==> config.mk <==
export PLATFORM = sky130hd
export DESIGN_NAME = uart_rx_flat
export DESIGN_NICKNAME = d
export VERILOG_FILES = /design/src/rtl/uart_pkg.sv /design/src/rtl/uart_rx_if.sv /design/src/rtl/rx_bit_sampler.sv /design/src/rtl/uart_rx.sv /design/src/flat_wrapper.sv
export SDC_FILE = /design/constraint.sdc
export NUM_CORES = 1
export LEC_CHECK = 0
export CORE_MARGIN = 4
export CORE_UTILIZATION = 56
export CTS_CLUSTER_SIZE = 16
export DETAILED_ROUTE_END_ITERATION = 10
export DONT_BUFFER_PORTS = 1
export GPL_TIMING_DRIVEN = 0
export MAX_ROUTING_LAYER = met4
export PLACE_DENSITY = 0.78
export SYNTH_ARGS = -nofsm -noshare
export SYNTH_HDL_FRONTEND = slang
export SYNTH_SLANG_ARGS = --single-unit
export TNS_END_PERCENT = 1
==> constraint.sdc <==
create_clock -name tick -period 2 [get_ports tick]
set_clock_uncertainty 0.2 [all_clocks]
set_input_delay 0.2 -clock tick [delete_from_list [all_inputs] [get_ports tick]]
set_output_delay 0.2 -clock tick [all_outputs]
set_load 0.02 [all_outputs]
==> src/rtl/uart_pkg.sv <==
`default_nettype none
// ============================================================================
// Module      : uart_pkg
// Description : Shared UART definitions: receiver state encoding, parity
//               mode encodings and the default oversampling ratio.
// Revision    : 1.0 - initial release
// ============================================================================
package uart_pkg;

    localparam int OVERSAMPLE = 16;

    localparam logic [1:0] PAR_NONE0 = 2'b00;
    localparam logic [1:0] PAR_EVEN  = 2'b01;
    localparam logic [1:0] PAR_ODD   = 2'b10;
    localparam logic [1:0] PAR_NONE3 = 2'b11;

    typedef enum logic [2:0] {
        IDLE   = 3'd0,
        START  = 3'd1,
        DATA   = 3'd2,
        PARITY = 3'd3,
        STOP   = 3'd4,
        DONE   = 3'd5
    } state_t;

    // Both 00 and 11 mean "no parity bit on the line".
    function automatic logic par_enabled(input logic [1:0] p);
        return (p == PAR_EVEN) || (p == PAR_ODD);
    endfunction

endpackage
`default_nettype wire

==> src/rtl/uart_rx_if.sv <==
`default_nettype none
// ============================================================================
// Module      : uart_rx_if
// Description : Serial line, frame configuration and received-frame result
//               bundle of the UART receiver.
// Revision    : 1.0 - initial release
// ============================================================================
interface uart_rx_if;

    logic       stream_in;
    logic       d_num;
    logic       s_num;
    logic [1:0] par;
    logic [7:0] data_out;
    logic       data_valid;
    logic       parity_err;
    logic       frame_err;
    logic       rx_active;

    modport master (
        output stream_in, d_num, s_num, par,
        input  data_out, data_valid, parity_err, frame_err, rx_active
    );

    modport slave (
        input  stream_in, d_num, s_num, par,
        output data_out, data_valid, parity_err, frame_err, rx_active
    );

endinterface
`default_nettype wire

==> src/rtl/rx_bit_sampler.sv <==
`default_nettype none
// ============================================================================
// Module      : rx_bit_sampler
// Description : Line synchronizer, falling-edge detect and 3-sample majority
//               vote around the middle of each bit period.
// Revision    : 1.0 - initial release
// ============================================================================
module rx_bit_sampler #(
    parameter int OVERSAMPLE = 16,
    parameter int PHASE_W    = 4
) (
    input  logic               tick,
    input  logic               reset_n,
    input  logic               stream_in,
    input  logic [PHASE_W-1:0] phase,
    output logic               sync_line,
    output logic               fall,
    output logic               bit_value
);

    localparam logic [PHASE_W-1:0] c_phase_a = PHASE_W'(OVERSAMPLE / 2 - 1);
    localparam logic [PHASE_W-1:0] c_phase_b = PHASE_W'(OVERSAMPLE / 2);
    localparam logic [PHASE_W-1:0] c_phase_c = PHASE_W'(OVERSAMPLE / 2 + 1);

    logic       r_sync1;
    logic       r_sync2;
    logic       r_prev;
    logic [2:0] r_samples;

    // Flops reset to the idle (high) line level so no false edge follows reset.
    always_ff @(posedge tick or negedge reset_n) begin
        if (!reset_n) begin
            r_sync1   <= 1'b1;
            r_sync2   <= 1'b1;
            r_prev    <= 1'b1;
            r_samples <= 3'b111;
        end else begin
            r_sync1 <= stream_in;
            r_sync2 <= r_sync1;
            r_prev  <= r_sync2;
            if (phase == c_phase_a) r_samples[0] <= r_sync2;
            if (phase == c_phase_b) r_samples[1] <= r_sync2;
            if (phase == c_phase_c) r_samples[2] <= r_sync2;
        end
    end

    assign sync_line = r_sync2;
    assign fall      = r_prev & ~r_sync2;
    assign bit_value = (r_samples[0] & r_samples[1]) |
                       (r_samples[0] & r_samples[2]) |
                       (r_samples[1] & r_samples[2]);

endmodule
`default_nettype wire

==> src/rtl/uart_rx.sv <==
`default_nettype none
// ============================================================================
// Module      : uart_rx
// Description : Oversampling UART receiver, 7/8 data bits, none/even/odd
//               parity, 1/2 stop bits; one-tick data_valid per frame.
// Revision    : 1.0 - initial release
// ============================================================================
module uart_rx #(
    parameter int OVERSAMPLE = uart_pkg::OVERSAMPLE
) (
    input  logic     tick,
    input  logic     reset_n,
    uart_rx_if.slave rx
);

    import uart_pkg::*;

    localparam int                   c_phase_w    = $clog2(OVERSAMPLE);
    localparam logic [c_phase_w-1:0] c_last_phase = c_phase_w'(OVERSAMPLE - 1);
    localparam logic [c_phase_w-1:0] c_phase_one  = c_phase_w'(1);

    state_t               r_state;
    logic [c_phase_w-1:0] r_phase;
    logic [2:0]           r_bit_cnt;
    logic                 r_stop_cnt;
    logic [7:0]           r_shift;
    logic                 r_armed;
    logic                 r_cfg_d8;
    logic                 r_cfg_s2;
    logic [1:0]           r_cfg_par;
    logic                 r_par_acc;
    logic                 r_perr_acc;
    logic                 r_ferr_acc;
    logic [7:0]           r_data_out;
    logic                 r_data_valid;
    logic                 r_parity_err;
    logic                 r_frame_err;
    logic                 r_rx_active;

    logic                 w_line;
    logic                 w_fall;
    logic                 w_bit;
    logic                 w_bit_end;
    logic [2:0]           w_last_bit;

    rx_bit_sampler #(
        .OVERSAMPLE (OVERSAMPLE),
        .PHASE_W    (c_phase_w)
    ) u_sampler (
        .tick      (tick),
        .reset_n   (reset_n),
        .stream_in (rx.stream_in),
        .phase     (r_phase),
        .sync_line (w_line),
        .fall      (w_fall),
        .bit_value (w_bit)
    );

    assign w_bit_end  = (r_phase == c_last_phase);
    assign w_last_bit = r_cfg_d8 ? 3'd7 : 3'd6;

    always_ff @(posedge tick or negedge reset_n) begin
        if (!reset_n) begin
            r_state      <= IDLE;
            r_phase      <= '0;
            r_bit_cnt    <= 3'd0;
            r_stop_cnt   <= 1'b0;
            r_shift      <= 8'h00;
            r_armed      <= 1'b0;
            r_cfg_d8     <= 1'b0;
            r_cfg_s2     <= 1'b0;
            r_cfg_par    <= PAR_NONE0;
            r_par_acc    <= 1'b0;
            r_perr_acc   <= 1'b0;
            r_ferr_acc   <= 1'b0;
            r_data_out   <= 8'h00;
            r_data_valid <= 1'b0;
            r_parity_err <= 1'b0;
            r_frame_err  <= 1'b0;
            r_rx_active  <= 1'b0;
        end else begin
            r_data_valid <= 1'b0;
            // A held-low line never re-arms, so a break yields one frame only.
            r_armed      <= r_armed | w_line;

            if (r_state == START || r_state == DATA ||
                r_state == PARITY || r_state == STOP) begin
                r_phase <= w_bit_end ? '0 : r_phase + c_phase_one;
            end else begin
                r_phase <= '0;
            end

            case (r_state)
                IDLE: begin
                    if (r_armed && w_fall) begin
                        r_state     <= START;
                        r_armed     <= 1'b0;
                        r_rx_active <= 1'b1;
                    end
                end

                START: begin
                    if (w_bit_end) begin
                        if (!w_bit) begin
                            r_state    <= DATA;
                            r_cfg_d8   <= rx.d_num;
                            r_cfg_s2   <= rx.s_num;
                            r_cfg_par  <= rx.par;
                            r_bit_cnt  <= 3'd0;
                            r_par_acc  <= 1'b0;
                            r_perr_acc <= 1'b0;
                            r_ferr_acc <= 1'b0;
                        end else begin
                            r_state     <= IDLE;
                            r_rx_active <= 1'b0;
                        end
                    end
                end

                DATA: begin
                    if (w_bit_end) begin
                        r_shift   <= {w_bit, r_shift[7:1]};
                        r_par_acc <= r_par_acc ^ w_bit;
                        r_bit_cnt <= r_bit_cnt + 3'd1;
                        if (r_bit_cnt == w_last_bit) begin
                            r_state    <= par_enabled(r_cfg_par) ? PARITY : STOP;
                            r_stop_cnt <= 1'b0;
                        end
                    end
                end

                PARITY: begin
                    if (w_bit_end) begin
                        r_perr_acc <= (r_cfg_par == PAR_ODD) ? ~(r_par_acc ^ w_bit)
                                                             :  (r_par_acc ^ w_bit);
                        r_state    <= STOP;
                    end
                end

                STOP: begin
                    if (w_bit_end) begin
                        r_ferr_acc <= r_ferr_acc | ~w_bit;
                        if (r_stop_cnt == r_cfg_s2) begin
                            r_state <= DONE;
                        end else begin
                            r_stop_cnt <= 1'b1;
                        end
                    end
                end

                DONE: begin
                    // In 7-bit mode the frame sits in bits [7:1] of the shifter.
                    r_data_out   <= r_cfg_d8 ? r_shift : {1'b0, r_shift[7:1]};
                    r_parity_err <= par_enabled(r_cfg_par) ? r_perr_acc : 1'b0;
                    r_frame_err  <= r_ferr_acc;
                    r_data_valid <= 1'b1;
                    r_state      <= IDLE;
                    r_rx_active  <= 1'b0;
                end

                default: begin
                    r_state     <= IDLE;
                    r_rx_active <= 1'b0;
                end
            endcase
        end
    end

    assign rx.data_out   = r_data_out;
    assign rx.data_valid = r_data_valid;
    assign rx.parity_err = r_parity_err;
    assign rx.frame_err  = r_frame_err;
    assign rx.rx_active  = r_rx_active;

endmodule
`default_nettype wire

==> src/flat_wrapper.sv <==
// flat-port wrapper written by rule: the top's interface ports become plain ports
module uart_rx_flat import uart_pkg::*;
#(
    parameter int OVERSAMPLE = uart_pkg::OVERSAMPLE
)
  (tick, reset_n, rx_stream_in, rx_d_num, rx_s_num, rx_par, rx_data_out, rx_data_valid, rx_parity_err, rx_frame_err, rx_rx_active);
  uart_rx_if rx_i ();
  input  logic tick;
  input  logic reset_n;
  input wire logic [$bits(rx_i.stream_in)-1:0] rx_stream_in;
  input wire logic [$bits(rx_i.d_num)-1:0] rx_d_num;
  input wire logic [$bits(rx_i.s_num)-1:0] rx_s_num;
  input wire logic [$bits(rx_i.par)-1:0] rx_par;
  output wire logic [$bits(rx_i.data_out)-1:0] rx_data_out;
  output wire logic [$bits(rx_i.data_valid)-1:0] rx_data_valid;
  output wire logic [$bits(rx_i.parity_err)-1:0] rx_parity_err;
  output wire logic [$bits(rx_i.frame_err)-1:0] rx_frame_err;
  output wire logic [$bits(rx_i.rx_active)-1:0] rx_rx_active;
  assign rx_i.stream_in = rx_stream_in;
  assign rx_i.d_num = rx_d_num;
  assign rx_i.s_num = rx_s_num;
  assign rx_i.par = rx_par;
  assign rx_data_out = rx_i.data_out;
  assign rx_data_valid = rx_i.data_valid;
  assign rx_parity_err = rx_i.parity_err;
  assign rx_frame_err = rx_i.frame_err;
  assign rx_rx_active = rx_i.rx_active;
  uart_rx #(.OVERSAMPLE(OVERSAMPLE)) u_core (.tick(tick), .reset_n(reset_n), .rx(rx_i));
endmodule
==> impl_metrics.toml <==
[drt]
first_pass_iters = 4
wl_per_cell_um = 14.8
vias = 1455
drc = 0
antenna_left = 0
viasPerCell = 5.60
wl_um = 3840
drt_iter0_markers = 176

[sta]
finalCritPeriodShare_pct = 97.3
slew_headroom_pct = 57.5
drv_slew = 0
setup-violations-final = 0
fin_crit_ns = 1.95
tns_ns = 0
whs_ns = 0.159
fmax_ghz = 0.514
tightest_slew_ns = 0.631
grt_setup_unrepaired = "yes"
hold_viol_final = 0

[synthesis]
synth_fp_nets = 208
synth_area_mm2 = 0.00206
ys_seq_area_share_pct = 55.0
ys_ff_latch = 45
synth_warnings = 0
avgSynthCellArea_um2 = 10.5
ys_types = 35
syn_inst = 196

[placement]
dp_hpwl_um = 2700
dp.cells = 242
gp_congestion = 0.902
placedInstanceArea_mm2 = 0.00212
port_buffers = 0

[clock_tree]
cts_inserted_buffers = 5
htree_levels = 2
clock_latency_ns = 0.30
cts_tree = "built"
cts.sinks = 45
cts-root-buf = "clkbuf_8"
clock_path_buffers = 2
clk_pin_slew_ns = 0.08

[hold_path]
hp-class = "register to register"
min_from = "u_core.u_sampler.r_sync1"

[setup_path]
worstSetupStartpoint = "u_core.r_phase[0]"
cp_data_required_time_ns = 1.99
crit_family = "flip-flops"
path_buf_inv = 1
max_stage_delay_ns = 0.41
cp_slowest_cell = "dfrtp_1"
endpoint_kind = "register"
start_kind = "register"
critPathKind = "register to register"
crit_path_cell_trace = "ha_4 > nand3_4 > a2111oi_4 > buf_6 > mux2_2"
r2r_start = "u_core.r_phase[0]"
path_max_fanout = 9
cp.arrival_ns = 1.93

[power_and_ir_drop]
ir_drop_mv = 0.697
power_density_mw_per_mm2 = 1150
leakage_nw = 1.09
total_power_mw = 2.69

[grt]
overflow = 0
grt_first_pass_wirelength_um = 6570
grt_usage_pct = 19.7
grt_pass1_vias = 1391
antenna_found_initial = 0
grt_max_degree = 46

[floorplan]
die_y_um = 68.7
core_mm2 = 0.00344
design.portCount = 19
die-width_um = 68.7
die_area_mm2 = 0.00471
start_util_pct = 59.9
std_cell_rows = 21

[final_layout]
antenna_cells = 0
drive_gt1_share_pct = 17.8
areaGrowthSynthToFinish_pct = 13.8
stdcell_count = 260
nNetsFinal = 225
stdcell_area_mm2 = 0.00234

[job]
drv_cap = 0

[status]
status = "complete, no violations"
-- layer usage --
| layer | vias up | share of wire (%) | GRT usage [%] |
|---|---|---|---|
| li1 | 710 | - | - |
| met1 | 702 | 46 | 26.7 |
| met2 | 36 | 47 | 28.4 |
| met3 | 7 | 5.9 | 5.67 |
| met4 | 0 | 1.3 | 6.45 |
| met5 | - | 0 | - |
-- logic make-up after synthesis --
group	share of synthesized area, %
adder cells (fa/ha/maj)	3.58
buffers and inverters	3.28
multiplexers	9.23
flip-flops	55.0
XOR/XNOR	2.55
AND/OR/NAND/NOR	15.4
AO/OA/AOI/OAI	10.9
-- what timing repair did --
item,4_1_cts,5_1_grt
gates resized for setup,2,9
pin swaps,1,0
setup endpoints to repair,9,10
hold endpoints to repair,50,0
setup buffers,3,0
hold buffers,7,0
-- power by group --
| part | switching, mW | internal [mW] | leakage [nW] | total, mW |
|---|---|---|---|---|
| Combinational | 0.496 | 0.438 | 0.466 | 0.934 |
| Sequential | 0.132 | 1.08 | 0.583 | 1.21 |
| Clock | 0.307 | 0.241 | 0.0439 | 0.549 |
| Total | 0.936 | 1.76 | 1.09 | 2.69 |
-- synthesized netlist by cell type (all sizes together) --
library cell	n	share of area, %
dfstp	6	7.7
or2	2	0.61
buf	4	1.3
clkbuf	4	0.73
and3	3	0.91
o21a	1	0.36
a21oi	2	0.49
xor2	4	1.7
ha	5	3.0
o21ai	18	4.4
mux2	8	4.4
a32o	1	0.49
nand4	2	0.61
nor3b	2	0.73
a2111oi	1	1.3
dfrtp	39	47
a221oi	1	0.43
a21o	3	1.1
nor2	6	1.1
nand2	45	8.2
nand2b	3	0.91
or3	1	0.30
nand3	3	0.73
maj3	1	0.55
o211ai	2	0.73
and2	1	0.30
nor2b	1	0.30
inv	7	1.3
xnor2	2	0.85
mux2i	10	4.9
a31oi	3	0.91
o311ai	1	0.43
nor3	3	0.73
o22ai	1	0.30
-- worst reg2reg max path, stage by stage, from the launching register on --
cell and delay (ns):
dfrtp_1 0.41, ha_4 0.19, nand3_4 0.11, a2111oi_4 0.40
buf_6 0.19, mux2_2 0.34
-- cell usage in the layout, fill, tap and decap left out, types with 3 or more instances in the layout --
master | netlist | routed
dfstp_2 | 6 | 6
a21o_1 | 3 | 3
buf_2 | 3 | 3
nand2_1 | 45 | 45
dfrtp_1 | 39 | 39
nor2_1 | 6 | 6
xor2_1 | 4 | 4
clkbuf_8 | 0 | 5
mux2i_1 | 10 | 10
clkbuf_1 | 4 | 3
nor3_1 | 3 | 3
dlygate4sd3_1 | 0 | 6
a31oi_1 | 3 | 3
o21ai_0 | 18 | 16
ha_1 | 5 | 4
mux2_2 | 8 | 8
nand2b_1 | 3 | 3
inv_1 | 7 | 7
and3_1 | 3 | 3
-- flip-flops by register name (all words and copies together) (netlist names) --
name and cells:
u_core.rx.data_valid 1, u_core.r_state 3, u_core.rx.data_out 8, u_core.r_par_acc 1
u_core.u_sampler.r_sync1 1, u_core.u_sampler.r_prev 1, u_core.r_stop_cnt 1, u_core.r_cfg_d8 1
u_core.u_sampler.sync_line 1, u_core.u_sampler.r_samples 3, u_core.r_armed 1, u_core.r_bit_cnt 3
u_core.rx.rx_active 1, u_core.r_shift 8, u_core.r_cfg_s2 1, u_core.rx.parity_err 1
u_core.r_phase 4, u_core.r_cfg_par 2, u_core.r_perr_acc 1, u_core.r_ferr_acc 1
u_core.rx.frame_err 1
-- cell type report --
type	count	area (um^2)
Clock inverter	3	17.5
Fill cell	251	1100
Buffer	8	42.5
Clock buffer	5	68.8
Sequential cell	45	1130
Timing Repair Buffer	10	106
Tap cell	46	57.6
Multi-Input combinational cell	136	892
Inverter	7	26.3
-- metrics by stage --
stage | util, % | setup WS (ns)
final | 68.1 | 0.0539
after global routing | 68.1 | -0.0144
after CTS | 67.2 | 0.00172
after detailed placement | 61.5 | -0.280
after global placement | 61.5 | -0.241
after floorplan | - | -0.0256
-- worst paths after layout --
kind	endpoint	slack, ns	depth (start not counted)
setup / recovery	u_core.r_cfg_s2	0.05	5
hold / removal	u_core.u_sampler.sync_line	0.16	0
setup reg to reg	u_core.r_cfg_s2	0.05	5
hold reg to reg	u_core.u_sampler.sync_line	0.16	0
max in group asynchronous	u_core.u_sampler.r_samples[1]	1.15	2
min in group asynchronous	u_core.r_state[0]	0.19	2
No activity file was read; power rests on OpenSTA's default activity.
==> RTL change: new RTL, config.mk and constraints unchanged <==
`OVERSAMPLE` is set to 16 in 2 places; all go to 8.
--- a/src/rtl/uart_pkg.sv
+++ b/src/rtl/uart_pkg.sv
@@ -7,7 +7,7 @@
 // ============================================================================
 package uart_pkg;
 
-    localparam int OVERSAMPLE = 16;
+    localparam int OVERSAMPLE = 8;
 
     localparam logic [1:0] PAR_NONE0 = 2'b00;
     localparam logic [1:0] PAR_EVEN  = 2'b01;
--- a/src/rtl/rx_bit_sampler.sv
+++ b/src/rtl/rx_bit_sampler.sv
@@ -6,7 +6,7 @@
 // Revision    : 1.0 - initial release
 // ============================================================================
 module rx_bit_sampler #(
-    parameter int OVERSAMPLE = 16,
+    parameter int OVERSAMPLE = 8,
     parameter int PHASE_W    = 4
 ) (
     input  logic               tick,
Check against the original RTL: no difference found for any inputs over 10 cycles, from zero or initial values and one cycle with reset_n low; that may be too few to reach the edited logic, so the function may still have changed.
==> RTL change against the unedited design <==
  * Power decreased by 1.7%
  * Critical endpoint is now u_core.r_cfg_par[0]
  * Count of clock-buffer cells in the layout unchanged
  * Worst setup slack improved by 0.024 ns
  * Hold slack improved by 0.0020 ns
  * First-iteration DRC count decreased by 52%
  * Sequential share of layout area decreased by 1.6 points
  * Largest cell class unchanged
  * Sequential cell count decreased by 1
  * Wire length decreased by 3.8%
  * Non-clock buffer count increased by 2
  * Largest power group unchanged
  * Synthesized area increased by 1.6%
  * Via count decreased by 2.5%
  * Final area increased by 1.2%
==> RTL change: results <==
export IMPL_outcome="completed"
export IMPL_buffers=20
export IMPL_first_pass_iters=5
export IMPL_dp_hpwl_um=2520
export IMPL_synth_compound_area_share_pct=10.9
export IMPL_grt_met2_usage_pct=25.8
export IMPL_grt_use_met3_pct=4.94
export IMPL_r2r_slack_ns=0.08
export IMPL_synth_xor_area_share_pct=2.09
export IMPL_clock_cell_area_share_pct=3.69
export IMPL_synth_area_leaders="dfrtp_1 (45%), mux2_2 (8.6%), dfstp_2 (7.5%)"
export IMPL_tightestPinTransition_ns=0.464
export IMPL_internal_power_mw=1.72
export IMPL_post_cts_resized=7
export IMPL_routabilityCongestion=0.887
export IMPL_register_area_um2=1110
export IMPL_critPathArrivalTime_ns=1.91
export IMPL_cts_setup_buffers=0
export IMPL_synth_seq_area_share_pct=52.9
export IMPL_n_all_inverters=12
export IMPL_r2r_end="u_core.r_cfg_par[0]"
export IMPL_routed_wl_um=3690
export IMPL_drive_gt1_share_pct=24.1
export IMPL_met1_length_um=1730
export IMPL_routedWlPerCell_um=14.8
export IMPL_multi_input_area_um2=918
export IMPL_layout_nets=216
export IMPL_synth_seq_cells=44
export IMPL_yosys_mux_area_fraction_pct=12.4
export IMPL_crit_fanout=5
export IMPL_dpl_cell_count=231
export IMPL_crit_family="simple AND/OR/NAND/NOR gates"
export IMPL_leakage_nw=1.05
export IMPL_fin_crit_ns=1.92
export IMPL_nFillCells=253
export IMPL_place_ws_ns=-0.113
export IMPL_rr_worst_depth=6
export IMPL_grt_max_degree=45
export IMPL_netlist_instances=185
export IMPL_grt_usage_pct=17.1
export IMPL_drt_iter0_drc=85
-- RTL change: power by group through the flow --
stage          Combinational (mW)  Clock [mW]  Sequential [mW]
3_5_place_dp                0.827           0             1.21
2_1_floorplan               0.681           0             1.18
5_1_grt                      1.02       0.597             1.22
4_1_cts                     0.881       0.558             1.20
6_report                    0.911       0.547             1.19
3_3_place_gp                0.799           0             1.20
-- RTL change: kinds of logic (layout without fill, tap and decap cells) --
family / after synthesis / in the layout
compound gates: 32 / 32
xor+xnor: 5 / 5
fa+ha+maj: 8 / 8
buf+inv: 22 / 40
flops: 44 / 44
mux: 24 / 24
simple gates: 50 / 50
-- RTL change: metrics by stage --
step                      area, µm²  total power, mW  setup TNS [ns]
after floorplan                2090             1.86               0
after global placement         2150             2.00         -0.0512
after detailed placement       2150             2.04          -0.797
after CTS                      2350             2.64               0
after global routing           2370             2.83         -0.0753
final                          2370             2.65               0
